File: src/rtl/rf_writeback_pkg.sv
// Core-wide register-file types shared by writeback, the register file and decode.
package rf_writeback_pkg;
    localparam int CORE_DW  = 12;
    localparam int CORE_RFW = 2;

    typedef logic [CORE_RFW-1:0] reg_addr_t;
    typedef logic [CORE_DW-1:0]  data_word_t;

    localparam reg_addr_t REG_ZERO = '0;
endpackage

File: src/rtl/rf_wb_fifo.sv
// Small synchronous FIFO holding load results until the write port is free.
module rf_wb_fifo #(
    parameter int W  = 14,
    parameter int QD = 2
) (
    input  logic                 clk,
    input  logic                 rst,
    input  logic                 push,
    input  logic                 pop,
    input  logic [W-1:0]         din,
    output logic [W-1:0]         dout,
    output logic                 full,
    output logic                 empty,
    output logic [$clog2(QD):0]  count
);
    localparam int PW = $clog2(QD);
    localparam int CW = PW + 1;

    logic [W-1:0]  mem_q [QD];
    logic [W-1:0]  mem_d [QD];
    logic [PW-1:0] wr_ptr_q, wr_ptr_d, rd_ptr_q, rd_ptr_d;
    logic [CW-1:0] count_q, count_d;
    logic          do_push, do_pop;

    assign full  = (count_q == CW'(QD));
    assign empty = (count_q == '0);
    assign count = count_q;
    assign dout  = mem_q[rd_ptr_q];

    always_comb begin
        do_push  = push && !full;
        do_pop   = pop && !empty;
        wr_ptr_d = wr_ptr_q + PW'(do_push);
        rd_ptr_d = rd_ptr_q + PW'(do_pop);
        count_d  = count_q + CW'(do_push) - CW'(do_pop);
        mem_d    = mem_q;
        if (do_push) mem_d[wr_ptr_q] = din;
    end

    always_ff @(posedge clk or posedge rst) begin
        if (rst) begin
            wr_ptr_q <= '0;
            rd_ptr_q <= '0;
            count_q  <= '0;
            for (int i = 0; i < QD; i++) mem_q[i] <= '0;
        end else begin
            wr_ptr_q <= wr_ptr_d;
            rd_ptr_q <= rd_ptr_d;
            count_q  <= count_d;
            mem_q    <= mem_d;
        end
    end
endmodule

File: src/rtl/rf_writeback.sv
// Register-file write-port arbiter: ALU results first, buffered loads otherwise,
// with a per-register pending scoreboard for RAW stalls.
module rf_writeback
    import rf_writeback_pkg::*;
#(
    parameter int DW  = CORE_DW,
    parameter int RFW = CORE_RFW,
    parameter int QD  = 2
) (
    input  logic                clk,
    input  logic                rst,
    input  logic                issue_valid,
    input  logic [RFW-1:0]      issue_rd,
    input  logic                alu_valid,
    input  logic [RFW-1:0]      alu_rd,
    input  logic [DW-1:0]       alu_data,
    input  logic                mem_valid,
    output logic                mem_ready,
    input  logic [RFW-1:0]      mem_rd,
    input  logic [DW-1:0]       mem_data,
    output logic                rf_we,
    output logic [RFW-1:0]      rf_wr_address,
    output logic [DW-1:0]       rf_wr_data,
    output logic [2**RFW-1:0]   pending,
    output logic                busy
);
    localparam int NREG = 2**RFW;
    localparam int EW   = RFW + DW;

    logic [EW-1:0]        fifo_head;
    logic                 fifo_full, fifo_empty, fifo_pop;
    logic [$clog2(QD):0]  fifo_count;

    logic                 sel_valid;
    logic [RFW-1:0]       sel_rd;
    logic [DW-1:0]        sel_data;

    logic                 rf_we_q, rf_we_d;
    logic [RFW-1:0]       rf_wr_address_q, rf_wr_address_d;
    logic [DW-1:0]        rf_wr_data_q, rf_wr_data_d;
    logic [NREG-1:0]      pending_q, pending_d;

    rf_wb_fifo #(.W(EW), .QD(QD)) u_fifo (
        .clk   (clk),
        .rst   (rst),
        .push  (mem_valid),
        .pop   (fifo_pop),
        .din   ({mem_rd, mem_data}),
        .dout  (fifo_head),
        .full  (fifo_full),
        .empty (fifo_empty),
        .count (fifo_count)
    );

    always_comb begin
        sel_valid = 1'b0;
        sel_rd    = '0;
        sel_data  = '0;
        fifo_pop  = 1'b0;
        if (alu_valid) begin
            sel_valid = 1'b1;
            sel_rd    = alu_rd;
            sel_data  = alu_data;
        end else if (!fifo_empty) begin
            fifo_pop  = 1'b1;
            sel_valid = 1'b1;
            {sel_rd, sel_data} = fifo_head;
        end

        // r0 writes are consumed (FIFO still pops) but never reach the register file.
        rf_we_d         = sel_valid && (sel_rd != RFW'(REG_ZERO));
        rf_wr_address_d = rf_we_d ? sel_rd   : rf_wr_address_q;
        rf_wr_data_d    = rf_we_d ? sel_data : rf_wr_data_q;

        // Clear before set so a same-edge reissue of the register stays pending.
        pending_d = pending_q;
        if (sel_valid) pending_d[sel_rd] = 1'b0;
        if (issue_valid) pending_d[issue_rd] = 1'b1;
        pending_d[0] = 1'b0;
    end

    always_ff @(posedge clk or posedge rst) begin
        if (rst) begin
            rf_we_q         <= 1'b0;
            rf_wr_address_q <= '0;
            rf_wr_data_q    <= '0;
            pending_q       <= '0;
        end else begin
            rf_we_q         <= rf_we_d;
            rf_wr_address_q <= rf_wr_address_d;
            rf_wr_data_q    <= rf_wr_data_d;
            pending_q       <= pending_d;
        end
    end

    assign mem_ready     = !fifo_full;
    assign busy          = (fifo_count != '0) || rf_we_q;
    assign rf_we         = rf_we_q;
    assign rf_wr_address = rf_wr_address_q;
    assign rf_wr_data    = rf_wr_data_q;
    assign pending       = pending_q;
endmodule

File: config.mk
export PLATFORM = sky130hd
export DESIGN_NAME = rf_writeback
export DESIGN_NICKNAME = d
export VERILOG_FILES = /design/src/rtl/rf_writeback_pkg.sv /design/src/rtl/rf_wb_fifo.sv /design/src/rtl/rf_writeback.sv
export SDC_FILE = /design/constraint.sdc
export NUM_CORES = 1
export LEC_CHECK = 0
export ABC_AREA = 1
export CORE_MARGIN = 5
export CORE_UTILIZATION = 25
export DETAILED_ROUTE_END_ITERATION = 12
export GPL_ROUTABILITY_DRIVEN = 0
export HOLD_SLACK_MARGIN = 0.1
export PLACE_DENSITY = 0.5
export SETUP_SLACK_MARGIN = 0.3
export SKIP_CTS_REPAIR_TIMING = 1
export SLEW_MARGIN = 10
export SYNTH_ARGS = -nofsm -noshare
export SYNTH_HDL_FRONTEND = slang
export SYNTH_HIERARCHICAL = 1
export SYNTH_SLANG_ARGS = --single-unit
File: constraint.sdc
create_clock -name clk -period 2.5 [get_ports clk]
set_input_delay 0.25 -clock clk [delete_from_list [all_inputs] [get_ports clk]]
set_output_delay 0.25 -clock clk [all_outputs]
set_load 0.1 [all_outputs]
; ---- Word level (Yosys, flattened, before mapping)
; Cells that the tools add are included.
[totals]
register_bits = 50
inputBits = 35
output_inout_bits = 21
[classes]
n_addsub = 4
magnitude_cmp = 7
eq_ne = 1
mux = 19
bitwise_logic = 5
reduce_logical = 12
[op_table]
columns = operator, count
row1 = 14-bit two-way mux, 4
row2 = 28-bit bitwise mux, 1
row3 = 12-bit two-way mux, 2
row4 = 14-bit demux with 1-bit select, 1
row5 = 4-bit two-way mux, 2
row6 = 1-bit logical AND, 6
row7 = "2-bit by 3-bit less-than comparator with 1-bit output, second input constant", 2
row8 = 1-bit two-way mux, 5
row9 = 4-bit bitwise AND, 1
row10 = 1-bit demux with 2-bit select, 2
row11 = "2-bit by 1-bit >= comparator with 1-bit output, second input constant", 2
row12 = "2-bit >= comparator, second input constant", 2
row13 = 2-bit two-way mux, 2
row14 = 1-bit inverter with 2-bit output, 2
row15 = 4-bit inverter, 1
row16 = 4-bit bitwise OR, 1
row17 = 2-bit nonzero test, 2
row18 = 1-bit adder, 2
row19 = 2-bit by 1-bit adder with 2-bit output, 1
row20 = "2-bit == test, second input constant", 1
row21 = 1-bit logical NOT, 2
row22 = 2-bit logical NOT, 1
row23 = "2-bit by 1-bit less-than comparator with 1-bit output, second input constant", 1
row24 = 2-bit by 1-bit subtractor with 2-bit output, 1
row25 = 1-bit logical OR, 1

; ---- Longest topological paths before layout
; Gate-level depths: netlist of run 1.
[logic_depth]
depth_word = 15
depth_mapped = 13

; ---- By module
; The synthesis of run 1 kept the hierarchy.
[modules_own_cells]
columns = module, n_inst, cells_each, area_per_inst_um2, seq_area_each_um2
row1 = rf_wb_fifo, 1, 182, 1556.5, 800.8
row2 = rf_writeback, 1, 130, 947.2, 450.4

; ---- Least setup slack after synthesis of run 1
; Ideal clock, no wire load.
[synth_path]
path_kind = register to output
startpoint = reg rf_we_q, in the netlist rf_we
endpoint = out busy
t_arrival_ps = 1702
slack_ps = 548
stages_incl_launch_ff = 2
path_buffers = 0
path_cell_list = dfrtp_1 or3_1
[synth_via]
elab_chain_cells = 1
[synth_lines]
columns = item, line
row1 = "start, declared", rf_writeback.sv:38  ; logic rf_we_q, rf_we_d;
row2 = "start signal, assigned", rf_writeback.sv:89  ; rf_we_q <= rf_we_d;
row3 = 1-bit logical OR, rf_writeback.sv:97  ; assign busy = (fifo_count != '0) || rf_we_q;
row4 = "end, declared", rf_writeback.sv:25  ; output logic busy
; Every way passes these cells.

; ---- Worst setup path in the final report of run 1
[layout_path]
startpoint = reg u_fifo.rd_ptr_q
endpoint = reg rf_wr_data_q[8], in the netlist rf_wr_data[8]
[layout_via]
elab_chain_cells = 8
word_cells_on_any_way = 10
cone_classes = 7 x mux / 1 x bitwise / 2 x reduce/logical
[layout_lines]
columns = item, line
row1 = "start, declared", rf_wb_fifo.sv:21  ; logic [PW-1:0] wr_ptr_q, wr_ptr_d, rd_ptr_q, rd_ptr_d;
row2 = "start signal, assigned", rf_wb_fifo.sv:48  ; rd_ptr_q <= rd_ptr_d;
row3 = 1-bit inverter with 2-bit output (not written as such), rf_wb_fifo.sv:28  ; assign dout = mem_q[rd_ptr_q];
row4 = 14-bit two-way mux (not written as such) (3 in a row), rf_wb_fifo.sv:28
row5 = named net fifo_head[12], rf_writeback.sv:30  ; logic [EW-1:0] fifo_head;
row6 = 2-bit two-way mux, rf_writeback.sv:64  ; end else if (!fifo_empty) begin
row7 = 2-bit two-way mux, rf_writeback.sv:60  ; if (alu_valid) begin
row8 = 2-bit nonzero test, rf_writeback.sv:71  ; rf_we_d = sel_valid && (sel_rd != RFW'(REG_ZERO));
row9 = 1-bit logical AND, rf_writeback.sv:71
row10 = "end signal, assigned", rf_writeback.sv:91  ; rf_wr_data_q <= rf_wr_data_d;
row11 = "end, declared", rf_writeback.sv:40  ; logic [DW-1:0] rf_wr_data_q, rf_wr_data_d;
; The timed path passes the listed nets, and every way through them passes these cells. The select of a mux whose other input is x is not followed.
; A chain may end at the register's enable or synchronous reset.

==> out/results.tsv, run 1 <==
stage	metric	value	unit
timing	rsz0062_at_grt	no	
grt	maximum_number_of_pins_on_one_net_before_global_route_repair	33	
finish	finish.net_count	403	
cts	clock_latency	0.30	ns
grt	grt_antenna_before_repair	0	
finish	layoutNonFillerInstCount	497	
route	drt_iter0_drc	92	
timing	achievable-frequency	564.2	MHz
worst_setup_path	critPathMaxStageDelay	0.48	ns
cts	numCtsBuffers	5	
worst_hold_path	hold_path.class	input pin to async pin	
placement	placedCellCount	490	
synthesis	yosysSeqAreaShare	49.98	%
run	number_of_max_cap_violations	0	
timing	clock-skew-final	0.01196	ns
cts	tritoncts_clock_tree	yes	
power_and_ir_drop	p_total	0.004479	W
synthesis	synth-edff-count	0	
synthesis	synth_flop_cell	dfrtp_1	
route	vias	1984	
timing	min_period	1.773	ns
power_and_ir_drop	power_switching	0.002349	W
worst_setup_path	startpoint_type	flop	
cts	h-tree-depth	2	
synthesis	syn-cell-area	2504	µm²
timing	finalSetupViolations	0	
grt	grt_first_pass_wirelength	9.425	mm
synthesis	yosys.area_share.adder	1.999	%
cts	clockRootBuffer	clkbuf_8	
worst_setup_path	largest_delay_share_family_worst_path	compound AO/OA/AOI/OAI gates	
finish	layout_area_growth_over_synthesis	27.24	%
worst_setup_path	worstPathRequired	2.69	ns
power_and_ir_drop	power_switching_share	52.45	%
route	wl_per_cell	11.72	µm
worst_setup_path	end_kind	flop	
timing	timing.setup.tns	0	ns
synthesis	synth.net_count	351	
synthesis	yosys_warning_count	6	
synthesis	synth_area_per_cell	8.025	µm²
synthesis	synth.lib_cells_used.distinct	19	
synthesis	synth-simple-area-share	23.79	%
power_and_ir_drop	power.static_leakage	1.614	nW
cts	clock_tree.buffer_depth	2	
synthesis	leading_post_synthesis_cells_by_cell_area	dfrtp_1 50%, nand2_1 19%, inv_1 6.9%, o21ai_0 6.0%, o21ai_2 4.2%	
worst_setup_path	regToRegStartpoint	u_fifo/rd_ptr_q	
floorplan	core.rowCount	36	
status	run_status	completed	
synthesis	post_synth_inst_count	312	
synthesis	postSynth.asyncResetShare	100.0	%
placement	hpwlAfterDp	4.335	mm
power_and_ir_drop	share_comb_of_total_power	55.9	%
route	via_per_inst	3.992	
grt	grt_overflow	0	
worst_setup_path	critical_path_class	flop to flop	
grt	grtUsageTotal	10.08	%
timing	max_slew.worst_pin.slew	0.6954	ns
power_and_ir_drop	vdd.ir_drop.worst	0.5676	mV
synthesis	fraction_of_the_mapped_netlist_area_in_compound_gates	11.89	%
floorplan	floorplan_die_height	110.1	µm
synthesis	multiplexer_share_of_the_synthesized_area	0	%
worst_setup_path	crit_top_cell	nand2_1	
synthesis	synthDominantAreaCellType	dfrtp_1	
synthesis	post_synth_xor_area_fraction	0	%
timing	final-hold-violation-count	0	
timing	maxSlewHeadroom	53.59	%
synthesis	synthMostInstantiatedCell	nand2_1	
worst_setup_path	cp-startpoint	u_fifo/rd_ptr_q	
worst_setup_path	critical_path_arrival	1.96	ns
worst_setup_path	cell_by_cell_listing_of_the_critical_path	nand2_1, o21ai_0, a21oi_4, nand2_2, nand2_1, nand2_1	
cts	cts.sink_count	50	
worst_setup_path	critical_path_peak_fanout	16	
route	final_antenna_net_count	0	
placement	placement.io_buffers	54	
floorplan	die-area	12120	µm²
finish	diodes	0	
route	detail_route.drc_violations	0	
synthesis	synth-seq-cells	50	
cts	clkTransAtPathRegs	0.09	ns
placement	placed_instance_area	3073	µm²
finish	layout-drive-gt1-share	13.46	%
floorplan	core-area	9774	µm²
grt	via_count_of_the_first_global_routing_pass	1937	
floorplan	io-pin-count	56	
finish	design_area	3186	µm²
route	detail_route.first_pass.iterations	4	
worst_setup_path	critical_path_s_slowest_cell	dfrtp_1	
power_and_ir_drop	clockPowerShare	13.0	%
synthesis	synth.cells.most_frequent	129 x nand2_1, 50 x dfrtp_1, 46 x inv_1, 30 x o21ai_0, 16 x nand3_1	
timing	pins_over_slew_limit	0	
power_and_ir_drop	power_per_cell_area	1406	nW/µm²
route	detail_route.wirelength	5.827	mm
synthesis	dominant_combinational_cell_family_by_area_after_synthesis	simple AND/OR/NAND/NOR gates	
power_and_ir_drop	sequentialPowerShare	31.0	%
synthesis	synth_top_area_share	49.98	%
worst_setup_path	worstPathBufferInverterCount	0	
timing	post-route-period-util	70.90	%
power_and_ir_drop	internal_power	0.002130	W
floorplan	floorplan.initialDensity	25.61	%
floorplan	floorplan.die.width	110.1	µm
## metrics by stage
stage	util [%]	worst slack (ns)	hold WS, ns
after floorplan	-	0.5477	0.1886
after global placement	31.44	0.6396	0.4642
after detailed placement	31.44	0.5997	0.4675
after CTS	32.59	0.7172	0.3708
after global routing	32.59	0.5271	0.4054
final	32.59	0.7275	0.3614
## worst reg2reg max path, cell delays in order (launching register included)
cell	delay, ns
dfrtp_1	0.48
nand2_1	0.10
o21ai_0	0.18
a21oi_4	0.46
nand2_2	0.27
nand2_1	0.12
nand2_1	0.05
## metal layers
layer | wire, µm | global-route usage [%] | up-vias
met3 | 351 | 3.262 | 4
met2 | 2555 | 15.12 | 46
met5 | 0 | 0 | -
li1 | - | - | 1050
met4 | 29 | 2.404 | 0
met1 | 2891 | 14.07 | 884
## area by class of cell
type	count	area (µm²)
timing repair buffer	60	535.5
inverter	46	172.7
clock inverter	1	30.03
clock buffer	6	82.58
sequential	50	1251
fill	1049	6589
multi-input combinational	201	947.2
tap	133	166.4
## layout by cell type, fill, tap and decap left out, types with 2 or more instances in the layout
cell type	instances
clkbuf_8	6
o21ai_1	2
a21oi_4	2
inv_1	46
nor2_1	2
nand3_1	16
o21ai_0	30
buf_4	26
o21ai_2	12
clkdlybuf4s50_1	34
nand2_1	129
dfrtp_1	50
ha_1	4
## flip-flops by register name, indices dropped and copies added (netlist names)
name,count
pending,3
u_fifo/wr_ptr_q,1
rf_we,1
u_fifo/count,2
u_fifo/mem_q,28
u_fifo/rd_ptr_q,1
rf_wr_data,12
rf_wr_address,2
## worst paths after layout
kind / slack (ns) / end / cells past startpoint
max: 0.73 / rf_wr_data[8] / 6
min: 0.36 / u_fifo/mem_q[6] / 3
max reg2reg: 0.73 / rf_wr_data[8] / 6
min reg2reg: 0.48 / pending[2] / 2
max in group asynchronous: 1.68 / rf_wr_data[0] / 2
min in group clk: 0.48 / pending[2] / 2
## cells by family after synthesis
| group | after synthesis |
|---|---|
| flops | 50 |
| simple gates | 150 |
| buf+inv | 61 |
| fa+ha+maj | 4 |
| compound gates | 46 |
| other cells | 1 |
## power groups by stage
stage	Combinational (W)	Sequential (W)	Clock [W]
global route	0.00273	0.00143	0.000641
global placement	0.00249	0.00140	0
floorplan	0.00114	0.00229	0
detailed placement	0.00253	0.00141	0
CTS	0.00253	0.00139	0.000608
finish	0.00251	0.00139	0.000584
Power figures use the tool's default switching activity.
==> run 2: changes to the inputs <==
--- a/config.mk
+++ b/config.mk
@@ -11,7 +11,7 @@
 export DETAILED_ROUTE_END_ITERATION = 12
 export GPL_ROUTABILITY_DRIVEN = 0
 export HOLD_SLACK_MARGIN = 0.1
-export PLACE_DENSITY = 0.5
+export PLACE_DENSITY = 0.52
 export SETUP_SLACK_MARGIN = 0.3
 export SKIP_CTS_REPAIR_TIMING = 1
 export SLEW_MARGIN = 10
==> constraint.sdc (replaced) <==
create_clock -name clk -period 1.5 [get_ports clk]
set_input_delay 0.15 -clock clk [delete_from_list [all_inputs] [get_ports clk]]
set_output_delay 0.15 -clock clk [all_outputs]
set_load 0.1 [all_outputs]
==> run 2 against run 1 <==
Against the previous run: critical path depth decreased by 3; the run now ends with negative setup slack left; via count increased by 2.8%; cell count increased by 2.2%; largest power group unchanged; clock power increased by 42%; utilization increased by 5.0 points; register-to-register slack got worse by 0.71 ns; sequential power increased by 77%; die area unchanged; worst setup slack got worse by 0.75 ns; worst hold slack got worse by 0.18 ns; first-iteration DRC count decreased by 37%; non-clock buffer count increased by 10.
==> out/results.tsv, run 2 (synthesized netlist as in run 1, its figures left out) <==
stage	metric	value	unit
status	run_status	finished with violations	
status	violations	negative setup slack	
cts	clock_latency	0.29	ns
grt	grt_antenna_before_repair	0	
timing	rsz0062_at_grt	yes	
worst_setup_path	largest_delay_share_family_worst_path	flip-flops	
cts	clockRootBuffer	clkbuf_8	
floorplan	core.rowCount	36	
timing	finalSetupViolations	1	
grt	maximum_number_of_pins_on_one_net_before_global_route_repair	33	
power_and_ir_drop	power.static_leakage	1.766	nW
timing	timing.hold.ws	0.1825	ns
finish	layout_area_growth_over_synthesis	46.93	%
floorplan	floorplan.die.width	110.1	µm
finish	layout_filler_cell_count	1018	
power_and_ir_drop	sequentialPowerShare	28.5	%
timing	achievable-frequency	658.7	MHz
cts	h-tree-depth	2	
grt	grtUsageTotal	9.821	%
finish	largest_register	u_fifo/mem_q	
worst_setup_path	crit-reg2reg-capture	u_fifo/count[1]	
power_and_ir_drop	clockPowerShare	9.6	%
grt	grt_first_pass_wirelength	9.397	mm
power_and_ir_drop	power_per_cell_area	2348	nW/µm²
power_and_ir_drop	internal_power	0.004353	W
timing	clock-skew-final	0.01137	ns
worst_hold_path	hold_path.class	input pin to async pin	
power_and_ir_drop	power_switching_share	49.60	%
power_and_ir_drop	share_comb_of_total_power	61.9	%
worst_setup_path	startpoint_type	flop	
finish	number_of_flip_flops_under_the_largest_register_name	28	
power_and_ir_drop	power_switching	0.004284	W
timing	fin_ws	-0.01808	ns
timing	min_period	1.518	ns
floorplan	io-pin-count	56	
worst_setup_path	critical_path_s_slowest_cell	dfrtp_1	
worst_setup_path	critical_path_class	flop to output port	
worst_setup_path	cell_by_cell_listing_of_the_critical_path	buf_6, or3_4, buf_12	
cts	clock_tree.buffer_depth	2	
worst_setup_path	critical_path_arrival	1.37	ns
timing	final-hold-violation-count	0	
power_and_ir_drop	p_total	0.008637	W
route	detail_route.wirelength	5.718	mm
timing	pins_over_slew_limit	0	
route	drt_iter0_drc	58	
route	via_per_inst	4.016	
cts	tritoncts_clock_tree	yes	
worst_setup_path	worstPathBufferInverterCount	2	
cts	numCtsBuffers	5	
placement	placement.io_buffers	54	
worst_setup_path	end_kind	output port	
finish	finish.net_count	413	
finish	layout_common_cells	107 x nand2_1, 48 x dfrtp_1, 39 x inv_1	
floorplan	core-area	9774	µm²
route	detail_route.drc_violations	0	
power_and_ir_drop	vdd.ir_drop.worst	0.9937	mV
floorplan	floorplan.initialDensity	25.61	%
finish	layout-drive-gt1-share	27.20	%
floorplan	die-area	12120	µm²
grt	grt_overflow	0	
floorplan	floorplan_die_height	110.1	µm
run	number_of_max_cap_violations	0	
finish	final_common_cell	nand2_1	
worst_setup_path	critical_path_peak_fanout	2	
cts	clkTransAtPathRegs	0.09	ns
finish	diodes	0	
worst_setup_path	worstPathRequired	1.35	ns
grt	via_count_of_the_first_global_routing_pass	1982	
cts	cts.sink_count	50	
route	detail_route.first_pass.iterations	4	
route	wl_per_cell	11.26	µm
worst_setup_path	critPathMaxStageDelay	0.41	ns
worst_setup_path	ff2ff_setup_slack	0.02	ns
route	final_antenna_net_count	0	
worst_setup_path	regToRegStartpoint	u_fifo/count[0]	
route	vias	2040	
timing	post-route-period-util	101.2	%
finish	layout.core_utilization	37.63	%
placement	hpwlAfterDp	4.419	mm
worst_setup_path	r2r_cells	11	
run 2: changes by cell type in the layout (fill, tap and decap cells not counted), sizes merged:
cell,previous run,this run
buf,26,36
clkinvlp,0,2
bufinv,1,0
run 2: how the worst max path moves through the flow:
stage          slack [ns]  cells past startpoint       startpoint               to
6_report            -0.02                      3  u_fifo/count[1]             busy
5_1_grt             -0.07                     11  u_fifo/count[0]  u_fifo/count[1]
4_1_cts             -0.06                      3  u_fifo/count[1]             busy
3_5_place_dp        -0.11                     10        alu_valid  u_fifo/count[1]
3_3_place_gp        -0.12                     10        alu_valid  u_fifo/count[1]
2_1_floorplan       -0.18                     13  u_fifo/count[0]  u_fifo/count[1]
run 2: worst min-delay path, delay by kind of cell:
family	cells	cell delay, ns
buffers and inverters	3	0.71
run 2: metal layers:
metal  part of all wire, %  track usage [%]  up-vias  wire [µm]
met5                     0                0        -          0
met4                  0.47            1.870        0         27
met3                   5.7            2.737        2        325
met2                    45            15.16       41       2597
met1                    48            13.82      927       2768
li1                      -                -     1070          -
run 2: final cells by class:
class                   count  area (µm²)  area share [%]
repair buffers             70       908.4           24.69
well taps                 133       166.4           4.524
clock inverters             2       16.27          0.4422
multi-input cells         201        1072           29.15
inverters                  46       178.9           4.864
clock buffers               6       82.58           2.245
flip-flops and latches     50        1254           34.08
run 2: through the flow:
step	TNS [ns]	std cells	setup WS (ns)	instance area, µm²
floorplan	-0.3478	312	-0.1786	2584
global route	-0.2314	508	-0.06787	3679
detailed placement	-0.9075	499	-0.1143	3477
finish	-0.01808	508	-0.01808	3679
global placement	-0.9415	499	-0.1200	3477
CTS	-0.1229	507	-0.05987	3576
run 2: power groups by stage:
| stage | clock [W] | sequential (W) | combinational (W) |
|---|---|---|---|
| final | 0.000829 | 0.00246 | 0.00534 |
| after global routing | 0.000922 | 0.00254 | 0.00577 |
| after CTS | 0.000866 | 0.00246 | 0.00515 |
| after detailed placement | 0 | 0.00248 | 0.00514 |
| after global placement | 0 | 0.00247 | 0.00509 |
| after floorplan | 0 | 0.00383 | 0.00209 |
==> run 3: changes to the inputs <==
--- a/config.mk
+++ b/config.mk
@@ -11,11 +11,10 @@
 export DETAILED_ROUTE_END_ITERATION = 12
 export GPL_ROUTABILITY_DRIVEN = 0
 export HOLD_SLACK_MARGIN = 0.1
-export PLACE_DENSITY = 0.52
+export PLACE_DENSITY = 0.53
 export SETUP_SLACK_MARGIN = 0.3
 export SKIP_CTS_REPAIR_TIMING = 1
 export SLEW_MARGIN = 10
 export SYNTH_ARGS = -nofsm -noshare
 export SYNTH_HDL_FRONTEND = slang
-export SYNTH_HIERARCHICAL = 1
 export SYNTH_SLANG_ARGS = --single-unit
==> run 3 against run 2 <==
Against the previous run: the run now ends clean; sequential power grew 4%; via count shrank 9.6%; combinational power grew 16%; largest power group unchanged; die area shrank 6.2%; highest routed layer unchanged; worst setup slack gained 0.031 ns; critical path type unchanged; clock skew shrank 0.0037 ns; non-clock buffer count grew 10.
==> out/results.tsv, run 3 <==
stage	metric	value	unit
grt	grt_first_pass_wirelength	8.852	mm
synthesis	post_synth_inst_count	252	
grt	grt_antenna_before_repair	0	
finish	multi_input_area	1274	µm²
route	vias	1845	
finish	design_area	3988	µm²
route	final_antenna_net_count	0	
placement	hpwlAfterDp	4.094	mm
synthesis	yosys_warning_count	0	
synthesis	synth.lib_cells_used.distinct	23	
synthesis	postSynth.asyncResetShare	100.0	%
worst_hold_path	hold_path.class	input pin to async pin	
timing	min_period	1.488	ns
cts	numCtsBuffers	5	
worst_setup_path	critical_path_peak_fanout	3	
floorplan	floorplan.die.width	106.6	µm
grt	grt_overflow	0	
synthesis	synth_flop_cell	dfrtp_1	
synthesis	leading_post_synthesis_cells_by_cell_area	dfrtp_1 54%, nand2_1 18%, mux2_2 7.7%, o211ai_1 3.9%, inv_1 3.2%	
floorplan	io-pin-count	56	
floorplan	floorplan.initialDensity	25.50	%
route	via_per_inst	4.184	
finish	finish.net_count	368	
power_and_ir_drop	vdd.ir_drop.worst	1.093	mV
timing	final-hold-violation-count	0	
floorplan	floorplan_die_height	106.6	µm
finish	layout_filler_cell_count	848	
cts	tritoncts_clock_tree	yes	
synthesis	synth_area_per_cell	9.260	µm²
finish	final_common_cell	nand2_1	
route	drt_iter0_drc	61	
finish	largest_register	u_fifo.mem_q	
worst_setup_path	end_kind	output port	
grt	grtUsageTotal	9.767	%
synthesis	synthMostInstantiatedCell	nand2_1	
finish	diodes	0	
timing	achievable-frequency	672.2	MHz
synthesis	synthDominantAreaCellType	dfrtp_1	
worst_setup_path	startpoint_type	flop	
cts	clock_tree.buffer_depth	2	
route	detail_route.first_pass.iterations	4	
synthesis	syn-cell-area	2333	µm²
placement	placement.io_buffers	54	
finish	layout-drive-gt1-share	40.61	%
finish	layout_area_growth_over_synthesis	70.88	%
finish	layout_common_cells	72 x nand2_1, 48 x dfrtp_1, 34 x clkdlybuf4s50_1	
synthesis	synth-edff-count	0	
timing	timing.hold.ws	0.2555	ns
cts	h-tree-depth	2	
power_and_ir_drop	power.static_leakage	1.915	nW
status	run_status	completed	
finish	layoutNonFillerInstCount	441	
worst_setup_path	worstPathBufferInverterCount	2	
power_and_ir_drop	power_per_cell_area	2492	nW/µm²
synthesis	yosysSeqAreaShare	53.62	%
cts	clockRootBuffer	clkbuf_8	
cts	clkTransAtPathRegs	0.10	ns
worst_setup_path	cell_by_cell_listing_of_the_critical_path	nor2_4, buf_6, nand2_4, buf_12	
route	wl_per_cell	13.06	µm
finish	number_of_flip_flops_under_the_largest_register_name	28	
run	number_of_max_cap_violations	0	
worst_setup_path	critical_path_s_slowest_cell	dfrtp_2	
worst_setup_path	critPathMaxStageDelay	0.46	ns
placement	placedCellCount	421	
grt	via_count_of_the_first_global_routing_pass	1808	
timing	post-route-period-util	99.17	%
timing	rsz0062_at_grt	yes	
timing	pins_over_slew_limit	0	
floorplan	core.rowCount	35	
route	detail_route.wirelength	5.761	mm
synthesis	synth_top_area_share	53.62	%
timing	finalSetupViolations	0	
finish	register_area	1254	µm²
timing	clock-skew-final	0.007682	ns
worst_setup_path	critical_path_class	flop to output port	
floorplan	core-area	9153	µm²
worst_setup_path	worstPathRequired	1.35	ns
placement	placed_instance_area	3369	µm²
cts	cts.sink_count	50	
synthesis	synth.net_count	291	
synthesis	synth.cells.most_frequent	109 x nand2_1, 50 x dfrtp_1, 20 x inv_1, 16 x mux2_2	
cts	clock_latency	0.31	ns
synthesis	synth-seq-cells	50	
grt	maximum_number_of_pins_on_one_net_before_global_route_repair	51	
worst_setup_path	critical_path_arrival	1.34	ns
floorplan	die-area	11370	µm²
route	detail_route.drc_violations	0	
worst_setup_path	largest_delay_share_family_worst_path	flip-flops	
==> run 3: cell types whose count changed in the layout (fill, tap and decap cells not counted), sizes merged, moves of 2 or more <==
cell	before	now
nand3	16	2
mux2	0	16
o211ai	0	12
xnor2	0	2
buf	36	44
nand2	130	114
bufinv	0	2
o21ai	44	12
clkbuf	6	8
inv	46	21
==> run 3: cells by family after synthesis <==
group / share of synthesized area (%)
AND/OR/NAND/NOR: 21.45
buffers and inverters: 6.327
XOR/XNOR: 1.126
multiplexers: 7.721
AO/OA/AOI/OAI: 7.454
adder cells (fa/ha/maj): 2.145
flip-flops: 53.62
other: 0.1607
==> run 3: worst paths after layout <==
path | start | to | slack [ns] | cells past startpoint
worst max register to register | u_fifo.count[1] | u_fifo.count[1] | 0.03 | 6
worst min register to register | u_fifo.mem_q[14] | u_fifo.mem_q[14] | 0.51 | 2
min in group clk | mem_data[4] | u_fifo.mem_q[18] | 0.44 | 3
worst max-delay path | u_fifo.count[1] | busy | 0.01 | 4
max in group asynchronous | rst | rf_we | 1.01 | 3
worst min-delay path | rst | u_fifo.mem_q[16] | 0.26 | 3
==> run 3: metal layers <==
layer | track usage (%) | vias to the layer above | share of wire, %
met5 | 0 | - | 0
met4 | 4.110 | 0 | 1.5
met3 | 1.686 | 6 | 3.5
met2 | 15.47 | 31 | 50
met1 | 13.18 | 862 | 45
li1 | - | 946 | -
==> run 3: worst reg2reg max path, cell delays in order (launching register included) <==
cell and delay (ns):
dfrtp_2 0.46, nor2_4 0.23, nor2_8 0.10, ha_4 0.27, inv_2 0.04, ha_4 0.14
xnor2_1 0.11
==> run 3: metrics by stage <==
step / power [W] / setup TNS (ns) / setup slack [ns] / util (%)
after floorplan: 0.005963 / 0 / 0.02953 / -
after global placement: 0.007689 / -3.099 / -0.1297 / 36.81
after detailed placement: 0.007797 / -3.915 / -0.1609 / 36.81
after CTS: 0.008973 / -0.1176 / -0.01765 / 38.37
after global routing: 0.01047 / -0.2384 / -0.02962 / 43.57
final: 0.009938 / 0 / 0.01244 / 43.57
==> run 3: area by class of cell <==
cell class	instances	share of cell area [%]
Clock buffer	6	2.071
Multi-Input combinational cell	170	31.94
Inverter	22	2.291
Sequential cell	50	31.44
Tap cell	111	3.483
Clock inverter	2	1.506
Timing Repair Buffer	80	27.27
==> run 3: power breakdown <==
group	internal, W	total (W)	switching (W)
registers	0.00202	0.00257	0.000546
logic	0.00267	0.00621	0.00353
clock network	0.000711	0.00117	0.000456
